`config.mk`:
```
export PLATFORM = sky130hd
export DESIGN_NAME = slice_word_assembler
export DESIGN_NICKNAME = d
export VERILOG_FILES = /design/src/rtl/slice_word_assembler_pkg.sv /design/src/rtl/slice_lane_shifter.sv /design/src/rtl/slice_word_assembler.sv
export SDC_FILE = /design/constraint.sdc
export NUM_CORES = 1
export LEC_CHECK = 0
export CAP_MARGIN = 30
export CELL_PAD_IN_SITES_DETAIL_PLACEMENT = 1
export CELL_PAD_IN_SITES_GLOBAL_PLACEMENT = 2
export CORE_MARGIN = 5
export CORE_UTILIZATION = 40
export CTS_CLUSTER_DIAMETER = 200
export CTS_CLUSTER_SIZE = 8
export DETAILED_ROUTE_END_ITERATION = 6
export DONT_BUFFER_PORTS = 1
export PLACE_DENSITY_LB_ADDON = 0.1
export RECOVER_POWER = 25
export SYNTH_ARGS = -nofsm -noshare
export SYNTH_HDL_FRONTEND = slang
export SYNTH_SLANG_ARGS = --single-unit
```
`constraint.sdc`:
```
create_clock -name clk -period 6.1 [get_ports clk]
set_input_delay 0.915 -clock clk [delete_from_list [all_inputs] [get_ports clk]]
set_output_delay 0.915 -clock clk [all_outputs]
set_load 0.01 [all_outputs]
```
`src/rtl/slice_word_assembler_pkg.sv`:
```
// Shared definitions for the bit-sliced stream converters.
// Holds default geometry, derived counts and the collector state enum.
package slice_word_assembler_pkg;

  localparam int WORD_DEF  = 16;
  localparam int SLICE_DEF = 4;
  localparam int PE_DEF    = 2;

  localparam int SLICES = WORD_DEF / SLICE_DEF;
  localparam int CNT_W  = $clog2(SLICES + 1);
  localparam int LANES  = 2 * PE_DEF;

  typedef enum logic {
    IDLE,
    COLLECT
  } state_e;

endpackage

```
`src/rtl/slice_lane_shifter.sv`:
```
// Per-lane work register: writes one slice per beat and
// presents the extended word during the final beat.
module slice_lane_shifter #(
  parameter int W  = 16,
  parameter int S  = 4,
  parameter int CW = 3
) (
  input  logic          clk,
  input  logic          reset,
  input  logic          clr_i,
  input  logic          wr_i,
  input  logic          last_i,
  input  logic [CW-1:0] cnt_i,
  input  logic [CW-1:0] prec_i,
  input  logic          sext_i,
  input  logic [S-1:0]  slice_i,
  output logic [W-1:0]  word_o
);

  localparam int NS = W / S;

  logic [W-1:0] work_q, work_d, merged;
  logic         msb;

  always_comb begin
    merged = work_q;
    for (int k = 0; k < NS; k++) begin
      if (cnt_i == CW'(k)) merged[k*S +: S] = slice_i;
    end
    msb = 1'b0;
    for (int k = 1; k <= NS; k++) begin
      if (prec_i == CW'(k)) msb = merged[k*S-1];
    end
    word_o = merged;
    for (int b = 0; b < W; b++) begin
      if (b >= int'(prec_i) * S) word_o[b] = sext_i & msb;
    end
  end

  always_comb begin
    work_d = work_q;
    if (clr_i || (wr_i && last_i)) work_d = '0;
    else if (wr_i) work_d = merged;
  end

  always_ff @(posedge clk or posedge reset) begin
    if (reset) work_q <= '0;
    else       work_q <= work_d;
  end

endmodule

```
`src/rtl/slice_word_assembler.sv`:
```
// Rebuilds parallel words from LSB-first slice beats on 2*PE lanes,
// with a one-word output buffer decoupling collection from the consumer.
module slice_word_assembler
  import slice_word_assembler_pkg::*;
#(
  parameter int MAX_WORD_LENGTH = WORD_DEF,
  parameter int Slice_Size      = SLICE_DEF,
  parameter int PE              = PE_DEF,
  localparam int W  = MAX_WORD_LENGTH,
  localparam int S  = Slice_Size,
  localparam int NS = W / S,
  localparam int CW = $clog2(NS + 1),
  localparam int NL = 2 * PE
) (
  input  logic          clk,
  input  logic          reset,
  input  logic          start,
  input  logic [CW-1:0] prec,
  input  logic          signed_mode,
  input  logic          s_valid,
  output logic          s_ready,
  input  logic [S*NL-1:0] s_data,
  output logic          m_valid,
  input  logic          m_ready,
  output logic [W*NL-1:0] m_data,
  output logic          busy
);

  state_e          state_q, state_d;
  logic [CW-1:0]   cnt_q, cnt_d;
  logic [CW-1:0]   prec_q, prec_d, prec_n;
  logic            signed_q, signed_d;
  logic            mvalid_q, mvalid_d;
  logic [W*NL-1:0] mdata_q, mdata_d, words;
  logic            last, acc, fin;

  always_comb begin
    prec_n = prec;
    if (prec == '0 || prec > CW'(NS)) prec_n = CW'(NS);
  end

  assign last = (cnt_q == prec_q - CW'(1));

  always_comb begin
    state_d  = state_q;
    cnt_d    = cnt_q;
    prec_d   = prec_q;
    signed_d = signed_q;
    mvalid_d = mvalid_q;
    mdata_d  = mdata_q;
    s_ready  = 1'b0;
    acc      = 1'b0;
    fin      = 1'b0;
    if (start) begin
      state_d  = COLLECT;
      cnt_d    = '0;
      prec_d   = prec_n;
      signed_d = signed_mode;
    end else if (state_q == COLLECT) begin
      // Only the final beat needs room in the output buffer.
      s_ready = !last || !mvalid_q || m_ready;
      acc     = s_valid && s_ready;
      fin     = acc && last;
      if (acc) cnt_d = last ? '0 : cnt_q + CW'(1);
    end
    if (mvalid_q && m_ready) mvalid_d = 1'b0;
    if (fin) begin
      mvalid_d = 1'b1;
      mdata_d  = words;
    end
  end

  for (genvar j = 0; j < NL; j++) begin : g_lane
    slice_lane_shifter #(
      .W (W),
      .S (S),
      .CW(CW)
    ) u_lane (
      .clk    (clk),
      .reset  (reset),
      .clr_i  (start),
      .wr_i   (acc),
      .last_i (last),
      .cnt_i  (cnt_q),
      .prec_i (prec_q),
      .sext_i (signed_q),
      .slice_i(s_data[j*S +: S]),
      .word_o (words[j*W +: W])
    );
  end

  always_ff @(posedge clk or posedge reset) begin
    if (reset) begin
      state_q  <= IDLE;
      cnt_q    <= '0;
      prec_q   <= CW'(NS);
      signed_q <= 1'b0;
      mvalid_q <= 1'b0;
      mdata_q  <= '0;
    end else begin
      state_q  <= state_d;
      cnt_q    <= cnt_d;
      prec_q   <= prec_d;
      signed_q <= signed_d;
      mvalid_q <= mvalid_d;
      mdata_q  <= mdata_d;
    end
  end

  assign m_valid = mvalid_q;
  assign m_data  = mdata_q;
  assign busy    = (cnt_q != '0);

endmodule
```
==> results of run 1 <==
-- power groups by stage --
stage	logic [mW]	clock network (mW)	registers (mW)
after floorplan	0.325	0	1.26
after global placement	0.390	0	1.31
final	0.406	1.00	1.30
after CTS	0.408	1.02	1.30
after global routing	0.462	1.06	1.32
after detailed placement	0.405	0	1.32
-- final cells by class --
type | count | share of cell area (%)
Sequential cell | 137 | 46.2
Tap cell | 220 | 3.71
Timing Repair Buffer | 13 | 1.31
Clock inverter | 8 | 1.30
Multi-Input combinational cell | 508 | 40.7
Inverter | 10 | 0.522
Clock buffer | 23 | 6.30
-- per-stage QoR --
step	worst slack, ns	instances
4_1_cts	2.64	916
2_1_floorplan	1.52	707
6_report	2.58	919
3_3_place_gp	2.79	885
3_5_place_dp	2.76	885
5_1_grt	1.84	919
-- how the worst max path moves through the flow --
stage	from	endpoint	slack [ns]	cells after the start
after floorplan	reset	cnt_q[0]	1.52	1
after global placement	prec_q[1]	m_data[50]	2.79	8
after detailed placement	prec_q[1]	m_data[51]	2.76	8
after CTS	prec_q[2]	s_ready	2.64	4
after global routing	reset	g_lane[1].u_lane.work_q[7]	1.84	2
final	reset	g_lane[3].u_lane.work_q[3]	2.58	2
-- logic make-up (layout without fill, tap and decap cells) --
family | count (synthesis) | after routing
mux | 36 | 36
compound gates | 205 | 205
flops | 137 | 137
simple gates | 253 | 253
xor+xnor | 3 | 3
buf+inv | 62 | 54
fa+ha+maj | 11 | 11
-- placed cells by master (no fill, tap or decap), drive strengths merged, types with 4 or more instances in the layout --
| cell | netlist | final |
|---|---|---|
| o21ai | 54 | 54 |
| o311ai | 4 | 4 |
| a2111oi | 6 | 6 |
| clkbuf | 25 | 23 |
| nand2b | 4 | 4 |
| mux2i | 27 | 27 |
| ha | 11 | 11 |
| a21o | 4 | 4 |
| nand2 | 150 | 150 |
| nor3 | 4 | 4 |
| nor2 | 59 | 59 |
| a22o | 37 | 37 |
| mux2 | 9 | 9 |
| nand3 | 16 | 16 |
| a21oi | 47 | 47 |
| o211ai | 8 | 8 |
| o22ai | 12 | 12 |
| clkinv | 1 | 6 |
| inv | 9 | 8 |
| nor2b | 6 | 6 |
| buf | 27 | 13 |
| o32a | 12 | 12 |
| dfrtp | 136 | 136 |
| a32o | 8 | 8 |
-- state kept, by name, indices dropped and copies added, names as in the netlist --
signal / count
m_data: 64
cnt_q: 3
g_lane.u_lane.work_q: 64
signed_q: 1
m_valid: 1
prec_q: 3
state_q: 1
-- metal layers --
layer  GRT usage, %  up-vias  wire length [um]
li1               -     2471                 -
met1           30.9     2839              9910
met2           38.7      120             10900
met3           5.21       16              1140
met4           7.21        0               250
met5              0        -                 0
==> key figures, run 1 <==
Status
  • Status: complete, but fails checks
  • Failing checks: max-capacitance violations, max-slew violations

Layout
  • Share of layout cells above drive strength 1: between 8 and 9%
  • Multi-input logic area: just over 0.003 mm2
  • Final-stage net count: 723
  • Fillers: ~1900
  • Final instance area: about 0.0074 mm2
  • Util after Layout: 44.9%
  • ANT cells: 0
  • FF/Latch Area: 0.00343 mm2
  • Area Growth Syn to Fin: 10.7%

Job
  • Maxcap violations: 1

CTS
  • Clock root buffer: clkbuf_16
  • CTS sink cnt: between 100 and 150
  • CTS buffer count: 17
  • Quantity of gates resized following cts: 0
  • H-tree levels: 4
  • CTS Hold Bufs: 0
  • Post-CTS setup buffer count: 0
  • CTS clk-pin slew, worst paths: 0.05 ns
  • Max Buffers Root-to-Sink: 2
  • Clk Latency, worst-skew pair: ~0.43 ns
  • CTS tree: done

Timing
  • RSZ-0062 raised after global routing: no
  • Final hold violation count: 0
  • Worst hold margin: between 0.4 and 0.5 ns
  • Final setup violation count: 0
  • Max_slew headroom: -172%
  • Slew Viols, Final: ~90
  • Total negative slack: 0 ns
  • Slew @ Worst Pin: between 4 and 5 ns
  • Clk_skew: about 0.0083 ns
  • Final Cycle Share: approximately 58%
  • Crit path time final: 3.52 ns
  • Max Clk Rate: roughly 280 MHz

Synthesis
  • Syn avg cell area: 9.49 um2
  • Top cells by area, synth: dfrtp_1, nand2_1, a22o_1, mux2i_1, o21ai_0
  • Number of synthesized flops with an enable pin: 0
  • Compound-gate portion of the synthesized area: between 20% and 30%
  • YS warnings: 0
  • Main synth FF type: dfrtp_1
  • Cells after Synth: between 700 and 800
  • Main combinational cell family by area after synthesis: compound AO/OA/AOI/OAI gates
  • Top cell type's share of synthesized area: between 50% and 60%
  • Adder and majority gate portion of the synthesized area: between 2 and 2.5%
  • Ys async rst share: 100%
  • Netlist cell types: 53
  • Post-Synth XOR/XNOR Area: less than 1%
  • Synthesized area: between 0.006 and 0.007 mm2
  • Net count after synthesis: between 700 and 800
  • Most numerous cell in the Yosys netlist: nand2_1
  • Commonest cells in the netlist: nand2_1, dfrtp_1, nor2_1, o21ai_0, a21oi_1
  • Multiplexer area fraction after synthesis: ~5.5%
  • Flops & latches, synth: between 100 and 150
  • Simple-gate portion of the synthesized area: 15.6%
  • Area leader, netlist: dfrtp_1
  • Register area share after synthesis: roughly half

Setup path
  • Buf/Inv on CP: 2
  • CP endpoint kind: async pin
  • Critical path, cell by cell: clkinvlp_2 -> buf_4
  • CP max FO: 88
  • Worst R2R Setup Slack: 2.75 ns
  • Slowest cell on crit path: clkinvlp_2
  • Delay-heaviest family, CP: buffers and inverters
  • Max incr delay on CP: 2.23 ns
  • WS Path Type: input pin to async pin
  • Startpoint types: input pin
  • Reg2reg end: g_lane[1].u_lane.work_q[9]
  • Worst EP arrival: around 4.0 ns
  • Reg2reg path depth: 8
  • Worst Path Required: ~6.6 ns
  • RR Startpoint: prec_q[1]

Placement
  • Input/output buffers: 0
  • Dpl hpwl: ~15000 um
  • Global placement routability congestion: 0.831
  • Placed cell area: 0.00684 mm2

Global route
  • First-pass GRT wire length: roughly 35000 um
  • Vias in the first global route: between 5000 and 6000
  • Largest net degree at the start of global routing: a little under 90
  • GR Util All Layers: 23.4%
  • Grt ovf: 0
  • Initial antenna violation count: 0

Pwr
  • P_leak: approximately 3.2 nW
  • Psw: 0.850 mW
  • Final Power: between 2 and 3 mW
  • Worst vdd ir: 0.000216 V
  • Clock network power share: between 30% and 40%
  • Gate power share: about 15%
  • Power density over the cells: 364 mW/mm2
  • Internal power: between 1.5 and 2 mW
  • Sequential share of power: approximately 48%
  • Net switching fraction of the power: between 30% and 40%

Die
  • Initial core utilization: about 41%
  • Core Region: roughly 0.017 mm2
  • Row cnt: 47
  • IO Count: 92
  • Chip Width: about 140 um
  • Die area: about 0.019 mm2
  • Die height: around 140 um

Hold path
  • HP Start: g_lane[2].u_lane.work_q[13]
  • Worst hold stages: 2
  • Worst min-delay path category: flip-flop to flip-flop
  • Hold EP: g_lane[2].u_lane.work_q[13]

Routing
  • Post-route DRC violation count: 0
  • Initial DRC count: between 300 and 400
  • Final Routed Wirelength: ~22000 um
  • Final ANT Viol Nets: 0
  • DR WL/cell: around 24 um
  • Via count: roughly 5400
  • Vias/cell: around 5.9
  • Pre-Repair DR Iteration Count: 5
No activity file was read; power rests on OpenSTA's default activity.
==> run 2, diff against run 1 <==
--- a/config.mk
+++ b/config.mk
@@ -9,7 +9,7 @@
 export CELL_PAD_IN_SITES_DETAIL_PLACEMENT = 1
 export CELL_PAD_IN_SITES_GLOBAL_PLACEMENT = 2
 export CORE_MARGIN = 5
-export CORE_UTILIZATION = 40
+export CORE_UTILIZATION = 36
 export CTS_CLUSTER_DIAMETER = 200
 export CTS_CLUSTER_SIZE = 8
 export DETAILED_ROUTE_END_ITERATION = 6
==> constraint.sdc (replaced) <==
create_clock -name clk -period 3.1 [get_ports clk]
set_input_delay 0.465 -clock clk [delete_from_list [all_inputs] [get_ports clk]]
set_output_delay 0.465 -clock clk [all_outputs]
set_load 0.01 [all_outputs]
==> key figures, run 2 (synthesized netlist as in run 1, its figures left out) <==
Status
  • Status: complete, no violations (was complete, but fails checks)

Layout
  • Final-stage net count: 757 (was 723)
  • Share of layout cells above drive strength 1: 13.1% (was 8.87%)
  • ANT cells: 0 (unchanged)
  • Area Growth Syn to Fin: 14.5% (was 10.7%)
  • Fin cells: 968 (was 919)
  • Most frequent cells in the layout: nand2_1, dfrtp_1, nor2_1, o21ai_0, a21oi_1 (unchanged)
  • Commonest non-fill, non-tap cell in the layout: nand2_1 (unchanged)

Pwr
  • P_leak: 3.38 nW (was 3.22 nW)
  • Worst vdd ir: 0.000411 V (was 0.000216 V)
  • Final Power: 5.34 mW (was 2.71 mW)
  • Power density over the cells: 695 mW/mm2 (was 364 mW/mm2)

Die
  • IO Count: 92 (unchanged)
  • Row cnt: 50 (was 47)
  • Chip Width: 147 um (was 140 um)
  • Initial core utilization: 36.2% (was 40.6%)
  • Die area: 0.0215 mm2 (was 0.0195 mm2)
  • Die height: 147 um (was 140 um)
  • Core Region: 0.0185 mm2 (was 0.0165 mm2)

Hold path
  • HP Start: start (was g_lane[2].u_lane.work_q[13])
  • Worst min-delay path category: input pin to flip-flop (was flip-flop to flip-flop)
  • Worst hold stages: 1 (was 2)
  • Hold EP: prec_q[2] (was g_lane[2].u_lane.work_q[13])

Setup path
  • RR Startpoint: prec_q[0] (was prec_q[1])
  • Reg2reg path depth: 9 (was 8)
  • Startpoint types: flip-flop (was input pin)
  • Slowest cell on crit path: dfrtp_1 (was clkinvlp_2)
  • Worst Path Required: 2.63 ns (was 6.60 ns)
  • CP endpoint kind: primary output (was async pin)
  • Critical path, cell by cell: inv_1 -> ha_1 -> xnor3_1 -> nand3_2 -> buf_4 -> nor2_1 -> nor3b_2 (was clkinvlp_2 -> buf_4)
  • Max incr delay on CP: 0.51 ns (was 2.23 ns)
  • WS Path Type: flip-flop to primary output (was input pin to async pin)
  • Reg2reg end: m_data[31] (was g_lane[1].u_lane.work_q[9])
  • Worst EP arrival: 2.37 ns (was 4.02 ns)
  • Worst R2R Setup Slack: 0.36 ns (was 2.75 ns)
  • CP max FO: 11 (was 88)

Timing
  • Final Cycle Share: just over 90%
  • Setup ws final: 0.262 ns (was 2.58 ns)
  • Crit path time final: 2.84 ns
  • Clk_skew: 0.00893 ns (was 0.00832 ns)
  • Max_slew headroom: 9.08% (was -172%)
  • Final hold violation count: 0 (unchanged)
  • Final setup violation count: 0 (unchanged)
  • Slew Viols, Final: 0 (was 89)
  • Max Clk Rate: about 350 MHz
  • Worst hold margin: 0.109 ns (was 0.484 ns)
  • Slew @ Worst Pin: 1.36 ns (was 4.06 ns)
  • RSZ-0062 raised after global routing: no (unchanged)
  • Total negative slack: 0 ns (unchanged)

Global route
  • First-pass GRT wire length: 36900 um (was 35100 um)
  • Grt ovf: 0 (unchanged)
  • Initial antenna violation count: 0 (unchanged)
  • Vias in the first global route: 6022 (was 5938)
  • Largest net degree at the start of global routing: 54 (was 89)
  • GR Util All Layers: 22.5% (was 23.4%)

Placement
  • Global placement routability congestion: 0.837 (was 0.831)
  • Input/output buffers: 0 (unchanged)
  • Post-Place Cells: 935 (was 885)
  • Pre-CTS WS: 0.378 ns (was 2.76 ns)
  • Dpl hpwl: 16700 um (was 15000 um)

CTS
  • Clock root buffer: clkbuf_16 (unchanged)
  • CTS clk-pin slew, worst paths: 0.06 ns (was 0.05 ns)
  • CTS buffer count: 17 (unchanged)
  • CTS tree: done (unchanged)
  • Post-CTS setup buffer count: 0 (unchanged)
  • H-tree levels: 4 (unchanged)
  • CTS sink cnt: 137 (unchanged)
  • Max Buffers Root-to-Sink: 2 (unchanged)
  • Clk Latency, worst-skew pair: 0.43 ns (about the same)

Routing
  • Pre-Repair DR Iteration Count: 4 (was 5)
  • Final Routed Wirelength: 23500 um (was 22200 um)
  • Post-route DRC violation count: 0 (unchanged)
  • Final ANT Viol Nets: 0 (unchanged)
  • Via count: 5567 (was 5446)
  • DR WL/cell: 24.3 um (was 24.1 um)
  • Initial DRC count: 289 (was 337)
  • Vias/cell: 5.75 (was 5.93)

Job
  • Maxcap violations: 0 (was 1)
-- run 2: critical path, delay by kind of cell, from the launching register on --
family                   cells  cell delay [ns]
buffers and inverters        2             0.38
AND/OR/NAND/NOR              3             0.46
XOR/XNOR                     1             0.35
adder cells (fa/ha/maj)      1             0.25
flip-flops                   1             0.51
-- run 2: what timing repair did --
| action | in CTS | in global routing |
|---|---|---|
| setup endpoints to repair | 0 | 1 |
| endpoints found under the hold margin | 15 | 0 |
| resized for setup | 0 | 1 |
| hold buffers | 1 | 0 |
-- run 2: report_power, final --
group	leakage (nW)	switching (mW)	internal, mW	total (mW)
registers	1.83	0.405	2.13	2.53
clock network	0.270	0.773	1.16	1.93
logic	1.28	0.526	0.350	0.876
-- run 2: final cells by class --
cell class,count,area (um2)
Timing Repair Buffer,47,347
Fill cell,2101,10800
Tap cell,234,293
Clock buffer,24,482
Sequential cell,137,3430
Inverter,10,38.8
Clock inverter,8,70.1
Multi-Input combinational cell,508,3020
-- run 2: metal layers --
| layer | vias to the layer above | track usage, % | share of wire (%) |
|---|---|---|---|
| li1 | 2532 | - | - |
| met1 | 2883 | 31.2 | 45 |
| met2 | 130 | 35.3 | 47 |
| met3 | 22 | 5.46 | 6.1 |
| met4 | 0 | 6.44 | 1.7 |
| met5 | - | 0 | 0 |
-- run 2: how the worst max path moves through the flow --
stage              start          to  slack [ns]  depth (start not counted)
2_1_floorplan   cnt_q[0]  m_data[49]        0.90                          9
3_3_place_gp   prec_q[0]   m_data[2]        0.46                          7
3_5_place_dp   prec_q[0]  m_data[31]        0.38                          9
4_1_cts        prec_q[0]     s_ready        0.07                          7
5_1_grt        prec_q[0]     s_ready        0.11                          7
6_report       prec_q[0]     s_ready        0.26                          7
-- run 2: stage by stage --
stage	cell area (um2)	utilization, %
after floorplan	6710	-
after global placement	7150	38.6
after detailed placement	7150	38.6
after CTS	7710	41.7
after global routing	7680	41.5
final	7680	41.5
==> run 3, diff against run 2 <==
--- a/config.mk
+++ b/config.mk
@@ -8,13 +8,13 @@
 export CAP_MARGIN = 30
 export CELL_PAD_IN_SITES_DETAIL_PLACEMENT = 1
 export CELL_PAD_IN_SITES_GLOBAL_PLACEMENT = 2
-export CORE_MARGIN = 5
+export CORE_ASPECT_RATIO = 0.9
 export CORE_UTILIZATION = 36
 export CTS_CLUSTER_DIAMETER = 200
 export CTS_CLUSTER_SIZE = 8
 export DETAILED_ROUTE_END_ITERATION = 6
 export DONT_BUFFER_PORTS = 1
-export PLACE_DENSITY_LB_ADDON = 0.1
+export PLACE_DENSITY = 0.78
 export RECOVER_POWER = 25
 export SYNTH_ARGS = -nofsm -noshare
 export SYNTH_HDL_FRONTEND = slang
==> key figures, run 3 (synthesized netlist as in run 1, its figures left out) <==
Pwr
  • Net switching fraction of the power: 31.6% (was 31.9%)
  • Sequential share of power: 46.6% (was 47.4%)
  • Gate power share: 15.9% (was 16.4%)
  • Clock network power share: 37.6% (was 36.2%)
  • Power density over the cells: 709 mW/mm2 (was 695 mW/mm2)
  • Worst vdd ir: 0.000413 V (was 0.000411 V)
  • Psw: 1.72 mW (was 1.70 mW)
  • Internal power: 3.73 mW (was 3.64 mW)
  • P_leak: 3.36 nW (was 3.38 nW)
  • Final Power: 5.45 mW (was 5.34 mW)

Setup path
  • Worst Path Required: 2.63 ns (about the same)
  • Buf/Inv on CP: 1 (was 2)
  • Critical path, cell by cell: inv_1 -> ha_1 -> xnor3_1 -> nand3_2 -> nor2_1 -> nor3b_1 (was inv_1 -> ha_1 -> xnor3_1 -> nand3_2 -> buf_4 -> nor2_1 -> nor3b_2)
  • Worst R2R Setup Slack: 0.27 ns (was 0.36 ns)
  • Reg2reg path depth: 7 (was 9)
  • Startpoint types: flip-flop (unchanged)
  • Slowest cell on crit path: dfrtp_1 (unchanged)
  • CP max FO: 12 (was 11)
  • Max incr delay on CP: 0.49 ns (was 0.51 ns)
  • Worst EP arrival: 2.43 ns (was 2.37 ns)
  • Reg2reg end: m_data[49] (was m_data[31])
  • Critical path depth: 6 (was 7)
  • RR Startpoint: prec_q[0] (unchanged)
  • CP endpoint kind: primary output (unchanged)
  • WS Path Type: flip-flop to primary output (unchanged)
  • Delay-heaviest family, CP: simple AND/OR/NAND/NOR gates (was flip-flops)

Layout
  • Most frequent cells in the layout: nand2_1, dfrtp_1, nor2_1, o21ai_0, a21oi_1 (unchanged)
  • Area Growth Syn to Fin: 14.5% (about the same)
  • Final-stage net count: 750 (was 757)
  • Share of layout cells above drive strength 1: 12.4% (was 13.1%)
  • Util after Layout: 42.9% (was 41.5%)
  • ANT cells: 0 (unchanged)
  • Commonest non-fill, non-tap cell in the layout: nand2_1 (unchanged)

Die
  • Core Region: 0.0179 mm2 (was 0.0185 mm2)
  • Row cnt: 46 (was 50)
  • Initial core utilization: 37.5% (was 36.2%)
  • Die height: 132 um (was 147 um)
  • IO Count: 92 (unchanged)
  • Chip Width: 146 um (was 147 um)
  • Die area: 0.0192 mm2 (was 0.0215 mm2)

Routing
  • Post-route DRC violation count: 0 (unchanged)
  • DR WL/cell: 23.3 um (was 24.3 um)
  • Final Routed Wirelength: 22500 um (was 23500 um)
  • Vias/cell: 5.84 (was 5.75)
  • Pre-Repair DR Iteration Count: 4 (unchanged)
  • Final ANT Viol Nets: 0 (unchanged)
  • Via count: 5642 (was 5567)
  • Initial DRC count: 361 (was 289)

Global route
  • First-pass GRT wire length: 35600 um (was 36900 um)
  • GR Util All Layers: 24.6% (was 22.5%)
  • Vias in the first global route: 5877 (was 6022)
  • Initial antenna violation count: 0 (unchanged)
  • Grt ovf: 0 (unchanged)
  • Largest net degree at the start of global routing: 58 (was 54)

Timing
  • Slew Viols, Final: 37 (was 0)
  • Clk_skew: 0.0170 ns (was 0.00893 ns)
  • Final hold violation count: 0 (unchanged)
  • Total negative slack: 0 ns (unchanged)
  • Max Clk Rate: 345 MHz (was 352 MHz)
  • Max_slew headroom: -13.9% (was 9.08%)
  • Final Cycle Share: 93.5% (was 91.6%)
  • RSZ-0062 raised after global routing: no (unchanged)
  • Crit path time final: 2.90 ns (was 2.84 ns)
  • Final setup violation count: 0 (unchanged)
  • Slew @ Worst Pin: 1.70 ns (was 1.36 ns)

CTS
  • CTS sink cnt: 137 (unchanged)
  • CTS Hold Bufs: 0 (was 1)
  • Clock root buffer: clkbuf_16 (unchanged)
  • CTS buffer count: 17 (unchanged)
  • Max Buffers Root-to-Sink: 2 (unchanged)
  • CTS tree: done (unchanged)
  • CTS clk-pin slew, worst paths: 0.06 ns (about the same)
  • Quantity of gates resized following cts: 0 (unchanged)
  • Clk Latency, worst-skew pair: 0.44 ns (was 0.43 ns)
  • H-tree levels: 4 (unchanged)
  • Post-CTS setup buffer count: 0 (unchanged)

Placement
  • Input/output buffers: 0 (unchanged)
  • Dpl hpwl: 16200 um (was 16700 um)
  • Global placement routability congestion: 0.883 (was 0.837)

Hold path
  • HP Start: start (unchanged)
  • Worst hold stages: 1 (unchanged)
  • Hold EP: prec_q[2] (unchanged)
  • Worst min-delay path category: input pin to flip-flop (unchanged)

Job
  • Maxcap violations: 1 (was 0)

Status
  • Status: complete, but fails checks (was complete, no violations)
  • Failing checks: max-capacitance violations, max-slew violations
## run 3: cell types whose count changed in the layout (fill, tap and decap cells not counted), sizes merged
cell and change:
buf -5, bufinv +2, clkbuf -5, clkinv -1, clkinvlp +1, dlygate4sd3 -1
inv +1
## run 3: metrics by stage
step	std cells	cell area, um2	hold slack (ns)	setup WS [ns]
2_1_floorplan	707	6710	0.449	0.904
3_3_place_gp	934	7120	0.462	0.486
3_5_place_dp	934	7120	0.469	0.323
4_1_cts	965	7710	0.0912	0.200
5_1_grt	966	7680	0.0844	0.105
6_report	966	7680	0.101	0.201
## run 3: routing by layer
layer | vias up | part of all wire, % | GRT usage (%)
met2 | 171 | 45 | 37.1
met4 | 0 | 2.4 | 7.78
li1 | 2519 | - | -
met5 | - | 0 | 0
met1 | 2921 | 45 | 33.6
met3 | 31 | 7.9 | 7.33
## run 3: power groups by stage
stage / registers [mW] / clock network [mW] / logic (mW)
global placement: 2.56 / 0 / 0.824
CTS: 2.54 / 2.08 / 0.873
global route: 2.58 / 2.16 / 0.974
detailed placement: 2.57 / 0 / 0.868
floorplan: 2.47 / 0 / 0.640
finish: 2.54 / 2.05 / 0.864
## run 3: worst reg2reg max path, delay by kind of cell, from the launching register on
family	cells	cell delay (ns)
buffers and inverters	1	0.19
XOR/XNOR	1	0.29
adder cells (fa/ha/maj)	1	0.26
flip-flops	1	0.49
AO/OA/AOI/OAI	2	0.68
AND/OR/NAND/NOR	2	0.80
## run 3: how the worst max path moves through the flow
stage / start / end / slack [ns]
2_1_floorplan: cnt_q[0] / m_data[49] / 0.90
5_1_grt: prec_q[0] / m_data[33] / 0.11
3_3_place_gp: prec_q[0] / m_data[49] / 0.49
4_1_cts: prec_q[0] / s_ready / 0.20
3_5_place_dp: prec_q[0] / m_data[17] / 0.32
6_report: prec_q[0] / s_ready / 0.20
## run 3: layout make-up
cell class	instances	area, um2
fillers	2017	10200
flip-flops and latches	137	3430
multi-input cells	508	3020
clock buffers	20	437
repair buffers	40	308
well taps	240	300
clock inverters	11	149
inverters	10	38.8
